--- src/rtl/arm_rf_pkg.sv ---
// Shared constants and types for the ARM general-purpose register file.
// Included by the register file top and by its pending-write counters.
package arm_rf_pkg;

  localparam int DW       = 32;
  localparam int AW       = 4;
  localparam int CNT_W    = 2;
  localparam int NUM_REGS = 15;

  typedef logic [AW-1:0] reg_idx_t;

  localparam reg_idx_t REG_PC = 4'd15;

  // Number of retiring events (write-back, squash) that hit one register in a cycle.
  function automatic logic [1:0] hit_count(input logic a, input logic b);
    return {1'b0, a} + {1'b0, b};
  endfunction

endpackage

--- src/rtl/rf_pend_counter.sv ---
// Saturating up/down counter of in-flight writers for one register.
// ovf/udf flag the cycle in which the net update would leave the counter range.
module rf_pend_counter
  import arm_rf_pkg::*;
#(
  parameter int W = CNT_W
) (
  input  logic         clk,
  input  logic         rst,
  input  logic         inc,
  input  logic [1:0]   dec,
  output logic [W-1:0] cnt,
  output logic         ovf,
  output logic         udf
);

  localparam int MAX = (1 << W) - 1;

  logic [W-1:0] cnt_reg;
  logic [W-1:0] cnt_next;
  int           sum;

  // Net update is evaluated in full precision, then clamped to the counter range.
  always_comb begin
    sum      = int'(cnt_reg) + int'(inc) - int'(dec);
    cnt_next = cnt_reg;
    ovf      = 1'b0;
    udf      = 1'b0;
    if (sum > MAX) begin
      cnt_next = W'(MAX);
      ovf      = 1'b1;
    end else if (sum < 0) begin
      cnt_next = '0;
      udf      = 1'b1;
    end else begin
      cnt_next = W'(sum);
    end
  end

  always_ff @(posedge clk or negedge rst) begin
    if (!rst) begin
      cnt_reg <= '0;
    end else begin
      cnt_reg <= cnt_next;
    end
  end

  assign cnt = cnt_reg;

endmodule

--- src/rtl/arm_reg_file.sv ---
// ARM GPR file R0..R14 with write-through read bypass and a per-register
// pending-writer scoreboard feeding the hazard unit.
module arm_reg_file
  import arm_rf_pkg::*;
(
  input  logic          clk,
  input  logic          rst,
  input  logic          wb_en,
  input  logic [AW-1:0] wb_dest,
  input  logic [DW-1:0] wb_value,
  input  logic [AW-1:0] src1,
  input  logic [AW-1:0] src2,
  output logic [DW-1:0] reg1,
  output logic [DW-1:0] reg2,
  input  logic          issue_en,
  input  logic [AW-1:0] issue_dest,
  input  logic          kill_en,
  input  logic [AW-1:0] kill_dest,
  output logic          busy1,
  output logic          busy2,
  output logic          sb_err
);

  localparam int IDX_N = 1 << AW;

  logic [DW-1:0]       rf_q   [IDX_N];
  logic [CNT_W-1:0]    pend_q [IDX_N];
  logic [NUM_REGS-1:0] ovf_vec;
  logic [NUM_REGS-1:0] udf_vec;
  logic                sb_err_reg;

  genvar gi;
  generate
    for (gi = 0; gi < IDX_N; gi++) begin : g_reg
      if (gi < NUM_REGS) begin : g_impl
        logic          wb_hit;
        logic          kill_hit;
        logic          issue_hit;
        logic [DW-1:0] data_reg;

        assign wb_hit    = wb_en    && (wb_dest    == AW'(gi));
        assign kill_hit  = kill_en  && (kill_dest  == AW'(gi));
        assign issue_hit = issue_en && (issue_dest == AW'(gi));

        always_ff @(posedge clk or negedge rst) begin
          if (!rst) begin
            data_reg <= '0;
          end else if (wb_hit) begin
            data_reg <= wb_value;
          end
        end

        assign rf_q[gi] = data_reg;

        rf_pend_counter #(.W(CNT_W)) u_pend (
          .clk (clk),
          .rst (rst),
          .inc (issue_hit),
          .dec (hit_count(wb_hit, kill_hit)),
          .cnt (pend_q[gi]),
          .ovf (ovf_vec[gi]),
          .udf (udf_vec[gi])
        );
      end else begin : g_pc
        // PC lives outside the file: reads as zero and is never tracked.
        assign rf_q[gi]   = '0;
        assign pend_q[gi] = '0;
      end
    end
  endgenerate

  // A writer retiring this cycle is served by the bypass, so it no longer counts as busy.
  always_comb begin
    reg1  = '0;
    busy1 = 1'b0;
    if (rst && (src1 != REG_PC)) begin
      reg1  = (wb_en && (wb_dest == src1)) ? wb_value : rf_q[src1];
      busy1 = int'(pend_q[src1]) !=
              int'(hit_count(wb_en && (wb_dest == src1), kill_en && (kill_dest == src1)));
    end
  end

  always_comb begin
    reg2  = '0;
    busy2 = 1'b0;
    if (rst && (src2 != REG_PC)) begin
      reg2  = (wb_en && (wb_dest == src2)) ? wb_value : rf_q[src2];
      busy2 = int'(pend_q[src2]) !=
              int'(hit_count(wb_en && (wb_dest == src2), kill_en && (kill_dest == src2)));
    end
  end

  always_ff @(posedge clk or negedge rst) begin
    if (!rst) begin
      sb_err_reg <= 1'b0;
    end else if ((|ovf_vec) || (|udf_vec)) begin
      sb_err_reg <= 1'b1;
    end
  end

  assign sb_err = sb_err_reg;

endmodule

--- config.mk ---
export PLATFORM = sky130hd
export DESIGN_NAME = arm_reg_file
export DESIGN_NICKNAME = d
export VERILOG_FILES = /design/src/rtl/arm_rf_pkg.sv /design/src/rtl/rf_pend_counter.sv /design/src/rtl/arm_reg_file.sv
export SDC_FILE = /design/constraint.sdc
export NUM_CORES = 1
export LEC_CHECK = 0
export BUFFER_PORTS_ARGS = -buffer_cell sky130_fd_sc_hd__buf_2
export CORE_ASPECT_RATIO = 0.9
export CORE_MARGIN = 2
export CORE_UTILIZATION = 25
export DETAILED_ROUTE_END_ITERATION = 10
export PLACE_DENSITY_LB_ADDON = 0.25
export RECOVER_POWER = 25
export SLEW_MARGIN = 5
export SYNTH_ARGS = -nofsm -noshare
export SYNTH_HDL_FRONTEND = slang
export SYNTH_HIERARCHICAL = 1
export SYNTH_SLANG_ARGS = --single-unit
export TNS_END_PERCENT = 10
--- constraint.sdc ---
create_clock -name clk -period 3.05 [get_ports clk]
set_clock_uncertainty 0.1 [all_clocks]
set_input_delay 0.1525 -clock clk [delete_from_list [all_inputs] [get_ports clk]]
set_output_delay 0.1525 -clock clk [all_outputs]
set_load 0.1 [all_outputs]
==> impl_metrics.yaml <==
yosys:
  synth_adder_area_share_pct: 4.45
  yosysMostFrequentCell: "nand2_1"
  synth_seq_area_share_pct: 41.4
  syn_nets: 2792
  synth_area_leaders: "dfrtp_1 (41%), mux4_2 (18%), mux2_2 (10%)"
  yosys.area.top_type: "dfrtp_1"
  synth_top_family_by_area: "multiplexers"
  yosys-top-cells-count: "nand2_1 (650), dfrtp_1 (511), mux2_2 (288), mux4_2 (251), mux2i_1 (140)"
  yosysTopAreaCellShare_pct: 41.4
  yosysUniqueCellTypes: 46
  syn_area_per_cell_um2: 11.7
  synth-compound-area-share_pct: 3.69
  synthSimpleGateAreaFrac_pct: 11.3
  netlist_area_um2: 30900
  yosys_register_bits: 511
  synthMuxAreaShare_pct: 34.4
  synth_cells: 2643
  synth_enable_flop_cells: 0
  synthFlopType: "dfrtp_1"
  synthArstFlopShare_pct: 100
  yosys.area_share.xor_xnor_pct: 0.567
  ys_warn_count: 6
die:
  start_util_pct: 25.2
  ios: 124
  dieWidth_um: 375
  rows: 122
  fp.dieH_um: 338
  core_area_um2: 123000
  dieArea_um2: 126000
power:
  peakVddDrop_v: 0.000398
  total_power_mw: 23.8
  cellLeakagePower_nw: 16.1
  powerDensity_nw_per_um2: 634
sta:
  worst_pin_slew_ns: 1.79
  min_period_ns: 2.98
  slew_violations: 77
  setup_viol: 0
  fmax_mhz: 336
  worst_slack_ns: 0.0746
  finalCritPeriodShare_pct: 97.6
  hold_viol_final: 0
  max-slew-margin-rel_pct: -19.0
  rsz0062_at_grt: "false"
detailed_routing:
  drc: 0
  firstDrtPassIters: 5
  antenna_violating_nets_post_route: 0
  vias: 22400
  via_per_inst: 4.96
  first_iter_violations: 1826
  drt_wl_total_um: 108000
  wl_per_cell_um: 23.9
worst_setup_path:
  max_stage_delay_ns: 0.56
  timing.critical_path.cells: "mux4_2 > a32oi_1 > o21ai_0 > xnor2_1 > a21oi_2 > buf_12"
  cp.arrival_ns: 2.72
  path_delay_family: "compound AO/OA/AOI/OAI gates"
  cp_num_buf_inv: 1
  required_ns: 2.80
  worstPathMaxFanout: 4
  end_kind: "output port"
  slowest_stage: "mux4_2"
  path_class: "reg -> out"
  crit_path_start_kind: "flip-flop"
layout:
  num-nets-final: 2995
  largest_register_ffs: 480
  drive_gt1_share_pct: 33.9
  area_growth_syn_to_layout_pct: 21.5
min_path:
  hp-class: "in -> reg"
clock_tree:
  cts_root_buf: "clkbuf_16"
  clk_pin_slew_ns: 0.07
  cts_setup_buffers: 0
  clk_path_buf_depth: 3
  clock-sinks: 511
  h-tree-depth: 2
  clk_latency_ns: 0.64
  cts-buffers-inserted: 53
  cts_tree: "yes"
placement:
  io_buffer_count: 123
  dp_hpwl_um: 64400
  routabilityCongestion: 0.791
  pre_cts_ws_ns: -0.458
status:
  violations: "max-capacitance violations, max-slew violations"
  status: "finished, violations left"
global_routing:
  grt_first_pass_wirelength_um: 159000
  antenna_found_initial: 9
  grt_start_max_net_pins: 134
  grt_overflow_total: 0
  grt.total_usage_pct: 17.0
  grt_pass1_vias: 22400
flow_run:
  max_cap_violations: 1
## stage by stage
stage	instances	setup TNS (ns)	util (%)	hold slack [ns]	area, µm²
final	4506	0	30.6	0.194	37600
after detailed placement	4369	-0.555	28.8	-0.0493	35400
after floorplan	2643	-0.779	-	-0.243	30900
after global routing	4504	0	30.6	0.200	37600
after global placement	4369	-0.451	28.8	-0.0512	35400
after CTS	4503	0	30.6	0.0137	37600
## worst paths after layout
kind | slack (ns) | start | cells past startpoint | endpoint
worst max-delay path | 0.07 | g_reg[3].g_impl.u_pend/cnt[1]$_DFF_PN0_ | 6 | busy1
worst min-delay path | 0.19 | issue_dest[0] | 5 | g_reg[8].g_impl.u_pend/cnt[0]$_DFF_PN0_
worst max register to register | 0.31 | g_reg[14].g_impl.u_pend/cnt[0]$_DFF_PN0_ | 12 | sb_err$_DFFE_PN0P_
worst min register to register | 0.39 | g_reg[2].g_impl.data_reg[15]$_DFFE_PN0P_ | 2 | g_reg[2].g_impl.data_reg[15]$_DFFE_PN0P_
max in group asynchronous | 0.41 | rst | 3 | g_reg[4].g_impl.data_reg[15]$_DFFE_PN0P_
min in group asynchronous | 0.73 | rst | 3 | g_reg[13].g_impl.data_reg[26]$_DFFE_PN0P_
## cell type report
type	instances	area, µm²
clock inverters	18	230
inverters	83	312
diodes	3	7.51
fillers	12400	85300
multi-input cells	1843	16900
well taps	1612	2020
repair buffers	354	3670
flip-flops and latches	511	12800
clock buffers	82	1620
## metal layers
layer / up-vias / routed length [µm] / global-route usage, %
met5: - / 69 / 0
met4: 10 / 2650 / 4.36
met3: 156 / 7060 / 3.44
met2: 656 / 46700 / 25.2
met1: 11700 / 51200 / 24.9
li1: 9891 / - / -
## worst reg2reg max path, cell delays in order (launching register included)
cell     delay (ns)
dfrtp_1        0.40
inv_1          0.07
ha_1           0.27
inv_1          0.04
ha_1           0.20
fa_1           0.47
nand3_1        0.11
o31ai_1        0.07
buf_4          0.15
nor4_1         0.30
buf_4          0.18
and4_1         0.18
nand4_1        0.08
## power breakdown
part           internal [mW]  total [mW]  switching, mW
Sequential              8.31        9.46           1.15
Combinational           3.74        7.39           3.65
Clock                   3.92        6.96           3.03
Total                   16.0        23.8           7.84
## cell usage in the layout (no fill, tap or decap), types with 30 or more instances in the layout
cell type	instances
nand2_1	647
dfrtp_1	511
mux2_2	288
mux4_2	251
buf_4	181
mux2i_1	139
nor2_1	87
buf_12	83
o21ai_0	81
inv_1	76
ha_1	62
clkbuf_16	53
buf_2	50
dlygate4sd3_1	33
nor3b_1	31
a211oi_1	30
fa_1	30
## timing repair
item / 4_1_cts / 5_1_grt
hold endpoints to repair: 952 / 0
endpoints found under the setup margin: 1 / 0
gates resized for setup: 1 / 0
hold buffers: 34 / 0
## cell families after synthesis
| logic type | count (synthesis) |
|---|---|
| and+or+nand+nor | 848 |
| AOI/OAI and AO/OA | 191 |
| xor gates and xnor gates | 20 |
| adders and majority gates | 92 |
| buffers and inverters | 289 |
| DFF | 511 |
| muxes | 692 |
Power figures use the tool's default switching activity.
